--- config.mk ---
export PLATFORM = sky130hd
export DESIGN_NAME = usb_uart_out_ep_reader
export DESIGN_NICKNAME = d
export VERILOG_FILES = /design/src/rtl/usb_uart_pkg.sv /design/src/rtl/usb_uart_fifo.sv /design/src/rtl/usb_uart_out_ep_reader.sv
export SDC_FILE = /design/constraint.sdc
export NUM_CORES = 1
export LEC_CHECK = 0
export BUFFER_PORTS_ARGS = -buffer_cell sky130_fd_sc_hd__buf_2
export CORE_MARGIN = 3
export CORE_UTILIZATION = 35
export CTS_CLUSTER_SIZE = 10
export DETAILED_ROUTE_END_ITERATION = 10
export HOLD_SLACK_MARGIN = 0.12
export PLACE_DENSITY = 0.5
export SKIP_CTS_REPAIR_TIMING = 1
export SLEW_MARGIN = 20
export SYNTH_ARGS = -nofsm -noshare
export SYNTH_HDL_FRONTEND = slang
export SYNTH_SLANG_ARGS = --single-unit
--- constraint.sdc ---
create_clock -name clk -period 3.3 [get_ports clk]
set_input_delay 0.99 -clock clk [delete_from_list [all_inputs] [get_ports clk]]
set_output_delay 0.99 -clock clk [all_outputs]
set_load 0.02 [all_outputs]
--- src/rtl/usb_uart_pkg.sv ---
// Shared definitions for the USB serial bridge (OUT and IN directions).
package usb_uart_pkg;

    // Default FIFO depth for the bridge endpoints
    localparam int DEPTH_DEFAULT = 16;

    // One byte on the UART side of the bridge
    typedef logic [7:0] uart_byte_t;

    // Endpoint buffer ownership state machine
    typedef enum logic [1:0] {
        IDLE    = 2'd0,
        REQ     = 2'd1,
        READ    = 2'd2,
        RELEASE = 2'd3
    } ep_state_e;

endpackage

--- src/rtl/usb_uart_fifo.sv ---
// Synchronous byte FIFO with head-of-queue read; rdata is 8'h00 when empty.
module usb_uart_fifo
    import usb_uart_pkg::*;
#(
    parameter int DEPTH = DEPTH_DEFAULT,
    parameter int AW    = $clog2(DEPTH)
) (
    input  logic        clk,
    input  logic        reset,
    input  logic        push,
    input  uart_byte_t  wdata,
    input  logic        pop,
    output uart_byte_t  rdata,
    output logic        full,
    output logic        empty,
    output logic [AW:0] count
);

    localparam logic [AW:0] DEPTH_C = (AW+1)'(DEPTH);

    uart_byte_t    mem_r [DEPTH];
    logic [AW-1:0] wr_ptr_r;
    logic [AW-1:0] rd_ptr_r;
    logic [AW:0]   count_r;
    logic          pop_s;
    logic          push_s;

    // Qualify requests: pop only when data exists, push only when room (or a pop frees it)
    always_comb begin
        pop_s  = pop && (count_r != {(AW+1){1'b0}});
        push_s = push && ((count_r != DEPTH_C) || pop_s);
    end

    // Pointer and occupancy bookkeeping; pointers wrap naturally since DEPTH is a power of two
    always_ff @(posedge clk or posedge reset) begin
        if (reset) begin
            wr_ptr_r <= {AW{1'b0}};
            rd_ptr_r <= {AW{1'b0}};
            count_r  <= {(AW+1){1'b0}};
        end else begin
            if (push_s) begin
                wr_ptr_r <= wr_ptr_r + {{(AW-1){1'b0}}, 1'b1};
            end
            if (pop_s) begin
                rd_ptr_r <= rd_ptr_r + {{(AW-1){1'b0}}, 1'b1};
            end
            case ({push_s, pop_s})
                2'b10:   count_r <= count_r + {{AW{1'b0}}, 1'b1};
                2'b01:   count_r <= count_r - {{AW{1'b0}}, 1'b1};
                default: count_r <= count_r;
            endcase
        end
    end

    // Storage array; contents are don't-care until written, so it carries no reset
    always_ff @(posedge clk) begin
        if (push_s) begin
            mem_r[wr_ptr_r] <= wdata;
        end
    end

    // Head-of-queue view and status flags
    always_comb begin
        empty = (count_r == {(AW+1){1'b0}});
        full  = (count_r == DEPTH_C);
        count = count_r;
        if (empty) begin
            rdata = 8'h00;
        end else begin
            rdata = mem_r[rd_ptr_r];
        end
    end

endmodule

--- src/rtl/usb_uart_out_ep_reader.sv ---
// Host-to-device half of the USB serial bridge: owns the OUT endpoint buffer,
// drains received bytes into a FIFO and hands them to the UART-side consumer.
module usb_uart_out_ep_reader
    import usb_uart_pkg::*;
#(
    parameter int DEPTH = DEPTH_DEFAULT,
    parameter int AW    = $clog2(DEPTH)
) (
    input  logic        clk,
    input  logic        reset,
    output logic        out_ep_req,
    input  logic        out_ep_grant,
    input  logic        out_ep_data_avail,
    input  logic        out_ep_setup,
    output logic        out_ep_data_get,
    input  logic [7:0]  out_ep_data,
    output logic        out_ep_stall,
    input  logic        out_ep_acked,
    input  logic        uart_re,
    output logic [7:0]  uart_do,
    output logic        uart_valid,
    output logic [AW:0] uart_count
);

    localparam logic [AW:0] DEPTH_C = (AW+1)'(DEPTH);

    ep_state_e   state_r;
    logic        pending_r;   // byte on the bus this cycle, written into the FIFO at the next edge
    logic [AW:0] count_s;
    logic        full_s;
    logic        empty_s;
    uart_byte_t  head_s;
    logic        room_s;
    logic        issue_s;
    logic        done_s;
    logic        ep_unused_s;

    // SETUP marking and ACK status carry no meaning for this direction
    assign ep_unused_s  = out_ep_setup ^ out_ep_acked;
    assign out_ep_stall = 1'b0;

    usb_uart_fifo #(
        .DEPTH (DEPTH),
        .AW    (AW)
    ) u_fifo (
        .clk   (clk),
        .reset (reset),
        .push  (pending_r),
        .wdata (out_ep_data),
        .pop   (uart_re),
        .rdata (head_s),
        .full  (full_s),
        .empty (empty_s),
        .count (count_s)
    );

    // Consumer-side view is straight from the FIFO state
    always_comb begin
        uart_do    = head_s;
        uart_valid = !empty_s;
        uart_count = count_s;
    end

    // Get decision: room counts the byte about to be captured but ignores a same-cycle pop.
    // A get is never issued while the previous one is still on the strobe, giving one byte
    // per two clocks; the capture cycle itself may issue the next get.
    always_comb begin
        room_s  = (count_s + {{AW{1'b0}}, pending_r}) < DEPTH_C;
        issue_s = out_ep_grant && out_ep_data_avail && !out_ep_data_get && room_s;
        done_s  = !pending_r && !out_ep_data_get && !out_ep_data_avail;
    end

    // Ownership FSM with registered request/strobe; capture tracking runs in every state
    always_ff @(posedge clk or posedge reset) begin
        if (reset) begin
            state_r         <= IDLE;
            out_ep_req      <= 1'b0;
            out_ep_data_get <= 1'b0;
            pending_r       <= 1'b0;
        end else begin
            pending_r <= out_ep_data_get;
            case (state_r)
                IDLE: begin
                    out_ep_data_get <= 1'b0;
                    if (out_ep_data_avail && !full_s) begin
                        state_r    <= REQ;
                        out_ep_req <= 1'b1;
                    end else begin
                        out_ep_req <= 1'b0;
                    end
                end
                REQ: begin
                    out_ep_req <= 1'b1;
                    if (out_ep_grant) begin
                        state_r         <= READ;
                        out_ep_data_get <= issue_s;
                    end else begin
                        out_ep_data_get <= 1'b0;
                    end
                end
                READ: begin
                    if (!out_ep_grant) begin
                        // lost ownership: any byte already on the bus is still captured
                        state_r         <= IDLE;
                        out_ep_req      <= 1'b0;
                        out_ep_data_get <= 1'b0;
                    end else if (done_s) begin
                        // drop the request now so the buffer returns promptly
                        state_r         <= RELEASE;
                        out_ep_req      <= 1'b0;
                        out_ep_data_get <= 1'b0;
                    end else begin
                        out_ep_req      <= 1'b1;
                        out_ep_data_get <= issue_s;
                    end
                end
                RELEASE: begin
                    state_r         <= IDLE;
                    out_ep_req      <= 1'b0;
                    out_ep_data_get <= 1'b0;
                end
                default: begin
                    state_r         <= IDLE;
                    out_ep_req      <= 1'b0;
                    out_ep_data_get <= 1'b0;
                end
            endcase
        end
    end

endmodule

# Word level (Yosys, flattened, before mapping)

Memory sizes are Yosys's and may differ from the RTL's.
Cells that the tools add are included.

Memory bits (writable): 128
Latch bits: 0
Bits in read-only memories: 0
Memories kept: 1
Register bits after elaboration: 18
Logic and storage cells: 61

Memories:

| memory       | words | width | read ports | clocked after memory_dff | write ports | line                | source |
|---|---|---|---|---|---|---|---|
| u_fifo.mem_r | 16    | 8     | 1          | 0                        | 1           | usb_uart_fifo.sv:21 | `uart_byte_t mem_r [DEPTH];` |

Multipliers: 0
Add/subtract/negate cells: 5
Bitwise operators: 0
Eq/ne operators: 10
$lt $le $gt $ge: 1
Div/mod/pow operators: 0
Shift operators: 0
Multiplexer cells: 17
Reduce and logical (&&, ||, !) cells: 20

Operators by type and width:

| kind                  | count |
|---|---|
| $pmux W5 S2           | 1 |
| $add A4 B1 Y4 const B | 2 |
| $logic_and A1 B1 Y1   | 8 |
| $mux W1               | 8 |
| $mux W2               | 4 |
| $mux W8               | 1 |
| $pmux W2 S4           | 1 |
| $eq A2 B2 Y1 const B  | 3 |
| $add A5 B1 Y5         | 1 |
| $add A5 B1 Y5 const B | 1 |
| $eq A5 B5 Y1 const B  | 1 |
| $logic_not A1 Y1      | 5 |
| $logic_not A5 Y1      | 1 |
| $lt A5 B5 Y1 const B  | 1 |
| $ne A5 B5 Y1 const B  | 1 |
| $reduce_bool A5 Y1    | 1 |
| $sub A5 B1 Y5 const B | 1 |
| $eq A2 B1 Y1 const B  | 2 |
| $ne A2 B2 Y1 const B  | 2 |
| $pmux W1 S4           | 1 |
| $ne A3 B3 Y1 const B  | 1 |
| $pmux W1 S3           | 1 |
| $reduce_and A3 Y1     | 1 |
| $logic_not A2 Y1      | 1 |
| 3 further kinds       | 3 |

# Longest topological paths before layout

Gate-level depths: netlist of the first run.

Word-level depth: 6
Gate-level depth with buffers: 13

# Hierarchy

A second synthesis of the first run with hierarchy kept.

Cells, all modules: 335
Area total of the unflattened synthesis: 6143.4 µm²

Modules (own cells, without submodules):

| module                 | cells an instance | times used | area each (µm²) |
|---|---|---|---|
| usb_uart_fifo          | 303               | 1          | 5818.1 |
| usb_uart_out_ep_reader | 32                | 1          | 325.3 |

# Least setup slack after synthesis of the first run

No wires, ideal clock.

Kind: register to register
Start: register u_fifo.count_r[1], in the netlist u_fifo.count[1]
End: register u_fifo.count_r[4], in the netlist u_fifo.count[4]
Cell stages (with the launch flop): 13
Data arrival time: 3.394 ns
Data required time: 3.206 ns
Path slack: -0.188 ns
Clock period less this slack: 3.488 ns
Cell sequence: dfrtp_1 -> buf_2 -> or4_4 -> o31ai_4 -> buf_4 -> ha_1 -> clkbuf_1 -> xor2_1 -> ha_1 -> or2_2 -> a31oi_1 -> mux2_2 -> a211oi_1

Cells in the longest elaborated chain, start to end: 6
Elaborated cells between the ends (all ways): 11
Classes of those cells: 2 x add/sub; 3 x eq/ne; 1 x mux; 5 x reduce/logical

RTL lines:

| element                                           | line                | source |
|---|---|---|
| from (decl)                                       | usb_uart_fifo.sv:24 | `logic [AW:0] count_r;` |
| from (signal assigned)                            | usb_uart_fifo.sv:39 | `count_r <= {(AW+1){1'b0}};` |
| from (signal assigned)                            | usb_uart_fifo.sv:48 | `2'b10: count_r <= count_r + {{AW{1'b0}}, 1'b1};` |
| from (signal assigned)                            | usb_uart_fifo.sv:49 | `2'b01: count_r <= count_r - {{AW{1'b0}}, 1'b1};` |
| $reduce_bool A5 Y1                                | usb_uart_fifo.sv:30 | `pop_s = pop && (count_r != {(AW+1){1'b0}});` |
| $logic_and A1 B1 Y1                               | usb_uart_fifo.sv:30 |  |
| $logic_or A1 B1 Y1                                | usb_uart_fifo.sv:31 | `push_s = push && ((count_r != DEPTH_C) \|\| pop_s);` |
| $logic_and A1 B1 Y1                               | usb_uart_fifo.sv:31 |  |
| $eq A2 B1 Y1 or $eq A2 B2 Y1 (tied branches)      | usb_uart_fifo.sv:47 | `case ({push_s, pop_s})` |
| $pmux W5 S2 or $reduce_bool A2 Y1 (tied branches) | -                   |  |

Parallel ways exist; a longest one is shown, timed or not.
A chain may end at the register's enable or synchronous reset.

# Worst setup path in the final report of the first run

Start: register u_fifo.rd_ptr_r[1]
End: output uart_do[6]

Cells in the longest elaborated chain, start to end: 2

RTL lines:

| element                | line                         | source |
|---|---|---|
| from (decl)            | usb_uart_fifo.sv:23          | `logic [AW-1:0] rd_ptr_r;` |
| from (signal assigned) | usb_uart_fifo.sv:38          | `rd_ptr_r <= {AW{1'b0}};` |
| from (signal assigned) | usb_uart_fifo.sv:45          | `rd_ptr_r <= rd_ptr_r + {{(AW-1){1'b0}}, 1'b1};` |
| $mem_v2 Z16 W8         | -                            |  |
| $mux W8                | usb_uart_fifo.sv:67          | `if (empty) begin` |
| to (decl)              | usb_uart_out_ep_reader.sv:20 | `output logic [7:0] uart_do,` |

Every way passes these cells.

==> results of run 1 <==
-- report_power, final --
group          total, mW  internal, mW  switching [mW]
sequential          2.36          2.15           0.204
combinational       2.35          1.18            1.17
clock               1.93          1.19           0.743
-- synthesized netlist by cell type, types with 2 or more instances --
library cell / count / area [sq um]
dfrtp_1: 18 / 450
xnor2_1: 10 / 87.6
mux2i_1: 8 / 80.1
a21oi_1: 10 / 50.1
nor4b_1: 4 / 35.0
ha_1: 13 / 163
nand3_1: 8 / 40.0
clkbuf_1: 7 / 26.3
and3_1: 6 / 37.5
buf_4: 2 / 15.0
mux2_2: 11 / 124
buf_2: 11 / 55.1
nor2_1: 10 / 37.5
inv_1: 10 / 37.5
nor4_1: 2 / 12.5
nor2b_1: 2 / 12.5
nand2_1: 7 / 26.3
nor3_1: 5 / 25.0
o21ai_0: 11 / 55.1
a211oi_1: 2 / 15.0
edfxtp_1: 128 / 3840
mux4_2: 32 / 721
-- area by class of cell --
| class | instances | area, sq um |
|---|---|---|
| tap | 220 | 275 |
| clock buffer | 19 | 433 |
| clock inverter | 13 | 159 |
| sequential | 146 | 4300 |
| fill | 1496 | 9440 |
| inverter | 10 | 37.5 |
| multi-input combinational | 163 | 1810 |
| timing repair buffer | 55 | 433 |
-- final timing paths --
path                               startpoint                 end  cells past startpoint
max reg2reg                   u_fifo.count[0]     u_fifo.count[4]                     11
min in group asynchronous               reset     u_fifo.count[4]                      2
max                        u_fifo.rd_ptr_r[1]          uart_do[6]                      6
max in group asynchronous               reset  u_fifo.rd_ptr_r[1]                      2
min                           out_ep_data_get           pending_r                      0
min reg2reg                   out_ep_data_get           pending_r                      0
-- registers in the layout, indices dropped and copies added, names as in the netlist --
register and cells:
u_fifo.wr_ptr_r 4, state_r 2, u_fifo.count 5, u_fifo.rd_ptr_r 4, out_ep_req 1, pending_r 1
u_fifo.mem_r 128, out_ep_data_get 1
-- cells by family (layout without fill, tap and decap cells) --
kind of cell / after synthesis / count (layout) / synth area share, %
adder cells (fa/ha/maj): 13 / 13 / 2.65
flip-flops: 146 / 146 / 69.9
multiplexers: 52 / 52 / 15.2
buffers and inverters: 31 / 97 / 2.24
XOR/XNOR: 11 / 11 / 1.57
AO/OA/AOI/OAI: 34 / 34 / 3.69
AND/OR/NAND/NOR: 52 / 52 / 4.70
other: 1 / 1 / 0.0610
-- worst reg2reg max path, cell delays in order (launching register included) --
cell      delay [ps]
dfrtp_1          380
or4_4            570
nand2b_1         180
nand2_1          130
inv_1             80
ha_2             190
xor2_1           150
ha_1             210
or2_2            300
a31oi_1          200
mux2_2           350
a211oi_1         180
-- routing by layer --
| layer | vias to the layer above | routed length (um) | GRT usage, % |
|---|---|---|---|
| li1 | 1460 | - | - |
| met1 | 1685 | 5840 | 18.2 |
| met2 | 67 | 6430 | 23.8 |
| met3 | 11 | 439 | 3.94 |
| met4 | 0 | 134 | 4.68 |
| met5 | - | 0 | 0 |
-- stage by stage --
stage,total power [mW],instance area [sq um]
after floorplan,3.86,6170
after global placement,4.49,6710
after detailed placement,4.52,6710
after CTS,6.47,7300
after global routing,7.02,7440
final,6.64,7440
==> run summary, run 1 <==
Final RePlAce weighted congestion = 0.820
Critical-path cell list = clkbuf_16, mux4_2, mux2_4, o21ai_1, a21oi_2, buf_4
Antenna Cells = 0
CP arrival = 2300 ps
Cell variety after synth = 45
Die Wd = 139 um
Full die area = 19200 sq um
CTS sink cnt = 146
Most used flip-flop cell after synthesis = edfxtp_1
DP Wirelength = 8010 um
Setup TNS = 0 ps
Largest net degree at the start of global routing = 33
Slew margin rel. = 33.5%
Die Ht = 139 um
Num CTS Buffers = 17
Worst Setup End Kind = primary output
EDFF count, synth = 128
First-pass GRT wire length = 20500 um
Power Density = 892 nW/um^2
I/O Pins = 32
Total Wirelength = 12800 um
Clock transition at path regs = 60 ps
Via density = 5.15
Fin Hold WS = 426 ps
R2R Setup Slk = 290 ps
First-pass DRT Iterations = 4
Fraction of registers with async set/reset = 12.3%
Placed insts = 590
Area Overhead vs Synth = 21.1%
Slew Viols, Final = 0
Share of layout cells above drive strength 1 = 35.7%
Dpl ws = 296 ps
Longest Clk Path Bufs = 2
Tightest Pin Transition = 998 ps
Status = complete, no violations
Maximum VDD drop = 0.456 mV
Initial core utilization = 36.4%
Global route overflow = 0
Synth Area per Inst = 18.1 sq um
Flops & latches, synth = 146
Syn Inst Count = 340
Core area = 16900 sq um
Worst Setup Start Kind = flop
Final Hold Viols = 0
# DRC = 0
H-Tree Depth = 4
Clock Skews = 8.76 ps
Worst EP required = 2310 ps
Final worst path period share = 99.8%
Hold WC Path Type = reg -> reg
Via count = 3223
Max Fclk = 0.304 GHz
Register area share after synthesis = 69.9%
Delay-heaviest family, CP = multiplexers
Antenna violations before repair = 0
Max cap viols = 0
CP max stage delay = 490 ps
Crit Path Category = reg -> out
Buf/Inv on CP = 2
Clk Tree Root Cell = clkbuf_16
Core Util, Final = 44.1%
First DRT Iteration DRCs = 225
Site row count = 47
CP max FO = 8
Leakage = 2.61 nW
Syn Nets = 368
Most common cell after layout, fill and taps aside = edfxtp_1
Net count, final = 421
Final Non-Filler Cells = 626
PortBufs = 28
YS warnings = 0
Synth Cell Area = 6150 sq um
Clock latency on the worst-skew pair = 420 ps
Vias in the first global route = 3442
GRT Total Usage = 14.3%
Setup ws final = 6.51 ps
Drt wl/cell = 20.5 um
TritonCTS clock tree = done
Final ANT Viol Nets = 0
RSZ-0062 raised after global routing = yes
Commonest non-fill, non-tap cells in the layout = edfxtp_1, mux4_2, buf_4
Slowest-stage cell, CP = mux4_2
Final setup viols = 0
Final min period = 3290 ps
Note: power is estimated with default switching activity, not from simulation.
==> run 2, diff against run 1 <==
--- a/config.mk
+++ b/config.mk
@@ -6,6 +6,7 @@
 export NUM_CORES = 1
 export LEC_CHECK = 0
 export BUFFER_PORTS_ARGS = -buffer_cell sky130_fd_sc_hd__buf_2
+export CORE_ASPECT_RATIO = 0.8
 export CORE_MARGIN = 3
 export CORE_UTILIZATION = 35
 export CTS_CLUSTER_SIZE = 10
==> run 2 against run 1 <==
Against the previous run:
- the flow now finishes with violations (setup timing)
- cell count increased by 0.64%
- setup slack worse by 14 ps
- core utilization increased by 0.16 points
- register-to-register slack about the same
- sequential power about the same
- critical path depth grew 1
- maximum frequency shrank 0.41%
- flip-flop and latch count is the same
- critical path type unchanged
- largest power group is now combinational logic
==> run summary, run 2 (synthesized netlist as in run 1, its figures left out) <==
Fraction of power consumed by sequential logic = 35.7%
Antenna violations before repair = 1
Site row count = 42
Power Density = 884 nW/um^2
Share of layout cells above drive strength 1 = 37.6%
First-pass DRT Iterations = 4
Via count = 3199
Antenna Cells = 0
Final ANT Viol Nets = 0
Area of the multi-input gates = 1810 sq um
Via density = 5.08
Largest net degree at the start of global routing = 28
Switching share of power = 32.0%
Sw Pwr = 2.11 mW
Maximum VDD drop = 0.363 mV
CP max stage delay = 500 ps
Tightest Pin Transition = 956 ps
Critical-path cell list = buf_12, buf_6, mux4_2, mux2_4, o21ai_2, a21oi_1, buf_4
Core Util, Final = 44.3%
First-pass GRT wire length = 19200 um
Max Fclk = 0.302 GHz
Status = complete, but fails checks
Clock Skews = 9.54 ps
Full die area = 19200 sq um
Comb pwr share = 36.1%
GRT Total Usage = 13.3%
Top reg by flops = u_fifo.mem_r
Core area = 16900 sq um
Setup ws final = -7.16 ps
Leakage = 2.61 nW
Num CTS Buffers = 17
Final setup viols = 1
# DRC = 0
Die Ht = 125 um
H-Tree Depth = 4
CP arrival = 2320 ps
R2R Setup Slk = 280 ps
Max cap viols = 0
Crit Path Category = reg -> out
Most common cell after layout, fill and taps aside = edfxtp_1
TritonCTS clock tree = done
Reg2reg start = u_fifo.count[0]
Worst Setup End Kind = primary output
Die Wd = 154 um
Hold path depth = 0
Hold WC Path Type = reg -> reg
Global route overflow = 0
RSZ-0062 raised after global routing = yes
Final Hold Viols = 0
CTS sink cnt = 146
Path depth of the worst reg2reg path = 11
Vias in the first global route = 3349
Final worst path period share = 100%
Reg2reg end = u_fifo.count[4]
Worst min-delay path startpoint = out_ep_data_get
Final min period = 3310 ps
Initial core utilization = 36.4%
Slew Viols, Final = 0
WHS Endpoint = pending_r
Worst Setup Start Kind = flop
Total Wirelength = 12300 um
Final RePlAce weighted congestion = 0.761
Drt wl/cell = 19.5 um
Clock transition at path regs = 60 ps
PortBufs = 28
Register area = 4300 sq um
Setup TNS = -7.16 ps
First DRT Iteration DRCs = 144
Worst EP required = 2310 ps
Commonest non-fill, non-tap cells in the layout = edfxtp_1, mux4_2, buf_4
Slowest-stage cell, CP = dfrtp_2
DP Wirelength = 7860 um
Slew margin rel. = 36.3%
Max FFs per register = 128
Area Overhead vs Synth = 21.5%
Net count, final = 425
Clock latency on the worst-skew pair = 420 ps
Clock power share = 28.2%
I/O Pins = 32
CP max FO = 7
Longest Clk Path Bufs = 2
Pint = 4.49 mW
Fill count = 1472
Clk Tree Root Cell = clkbuf_16
Power, Total = 6.60 mW
Failing checks = setup timing
[run 2: changes by cell type in the layout (fill, tap and decap cells not counted), sizes merged]
cell / before / now
bufinv: 3 / 2
clkbuf: 21 / 18
clkinv: 7 / 6
clkinvlp: 1 / 5
buf: 53 / 58
[run 2: worst max-delay path by stage]
stage / to / depth (start not counted) / from
final: uart_do[6] / 7 / u_fifo.rd_ptr_r[1]
after global routing: uart_do[6] / 7 / u_fifo.rd_ptr_r[1]
after CTS: uart_do[4] / 6 / u_fifo.rd_ptr_r[1]
after detailed placement: u_fifo.count[4] / 11 / u_fifo.count[1]
after global placement: u_fifo.count[4] / 11 / u_fifo.count[1]
after floorplan: u_fifo.count[4] / 12 / u_fifo.count[2]
[run 2: stage by stage]
step           setup slack (ps)  cells  hold WS (ps)  instance area, sq um
2_1_floorplan             0.355    340           489                  6170
3_3_place_gp                245    589           401                  6700
3_5_place_dp                230    589           406                  6700
4_1_cts                    -163    621           431                  7280
5_1_grt                   -89.1    630           451                  7460
6_report                  -7.16    630           431                  7460
[run 2: critical path, delay by kind of cell (launching register included)]
family,cells,cell delay [ps]
AO/OA/AOI/OAI,2,160
buffers and inverters,3,480
flip-flops,1,500
multiplexers,2,760
[run 2: power by group through the flow]
stage	clock network, mW	registers [mW]	logic (mW)
global route	1.99	2.38	2.60
detailed placement	0	2.39	2.10
CTS	1.91	2.36	2.11
global placement	0	2.38	2.08
floorplan	0	2.32	1.54
finish	1.86	2.36	2.38
[run 2: area by class of cell]
class,instances,share of cell area (%)
timing repair buffer,59,6.20
multi-input combinational,163,24.2
inverter,10,0.503
sequential,146,57.6
tap,220,3.69
clock buffer,17,5.70
clock inverter,15,2.13
[run 2: routing by layer]
layer	routed length [um]	GRT usage [%]	up-vias
li1	-	-	1471
met1	6090	18.9	1663
met4	127	4.36	2
met5	13	0	-
met3	427	3.89	11
met2	5660	19.7	52
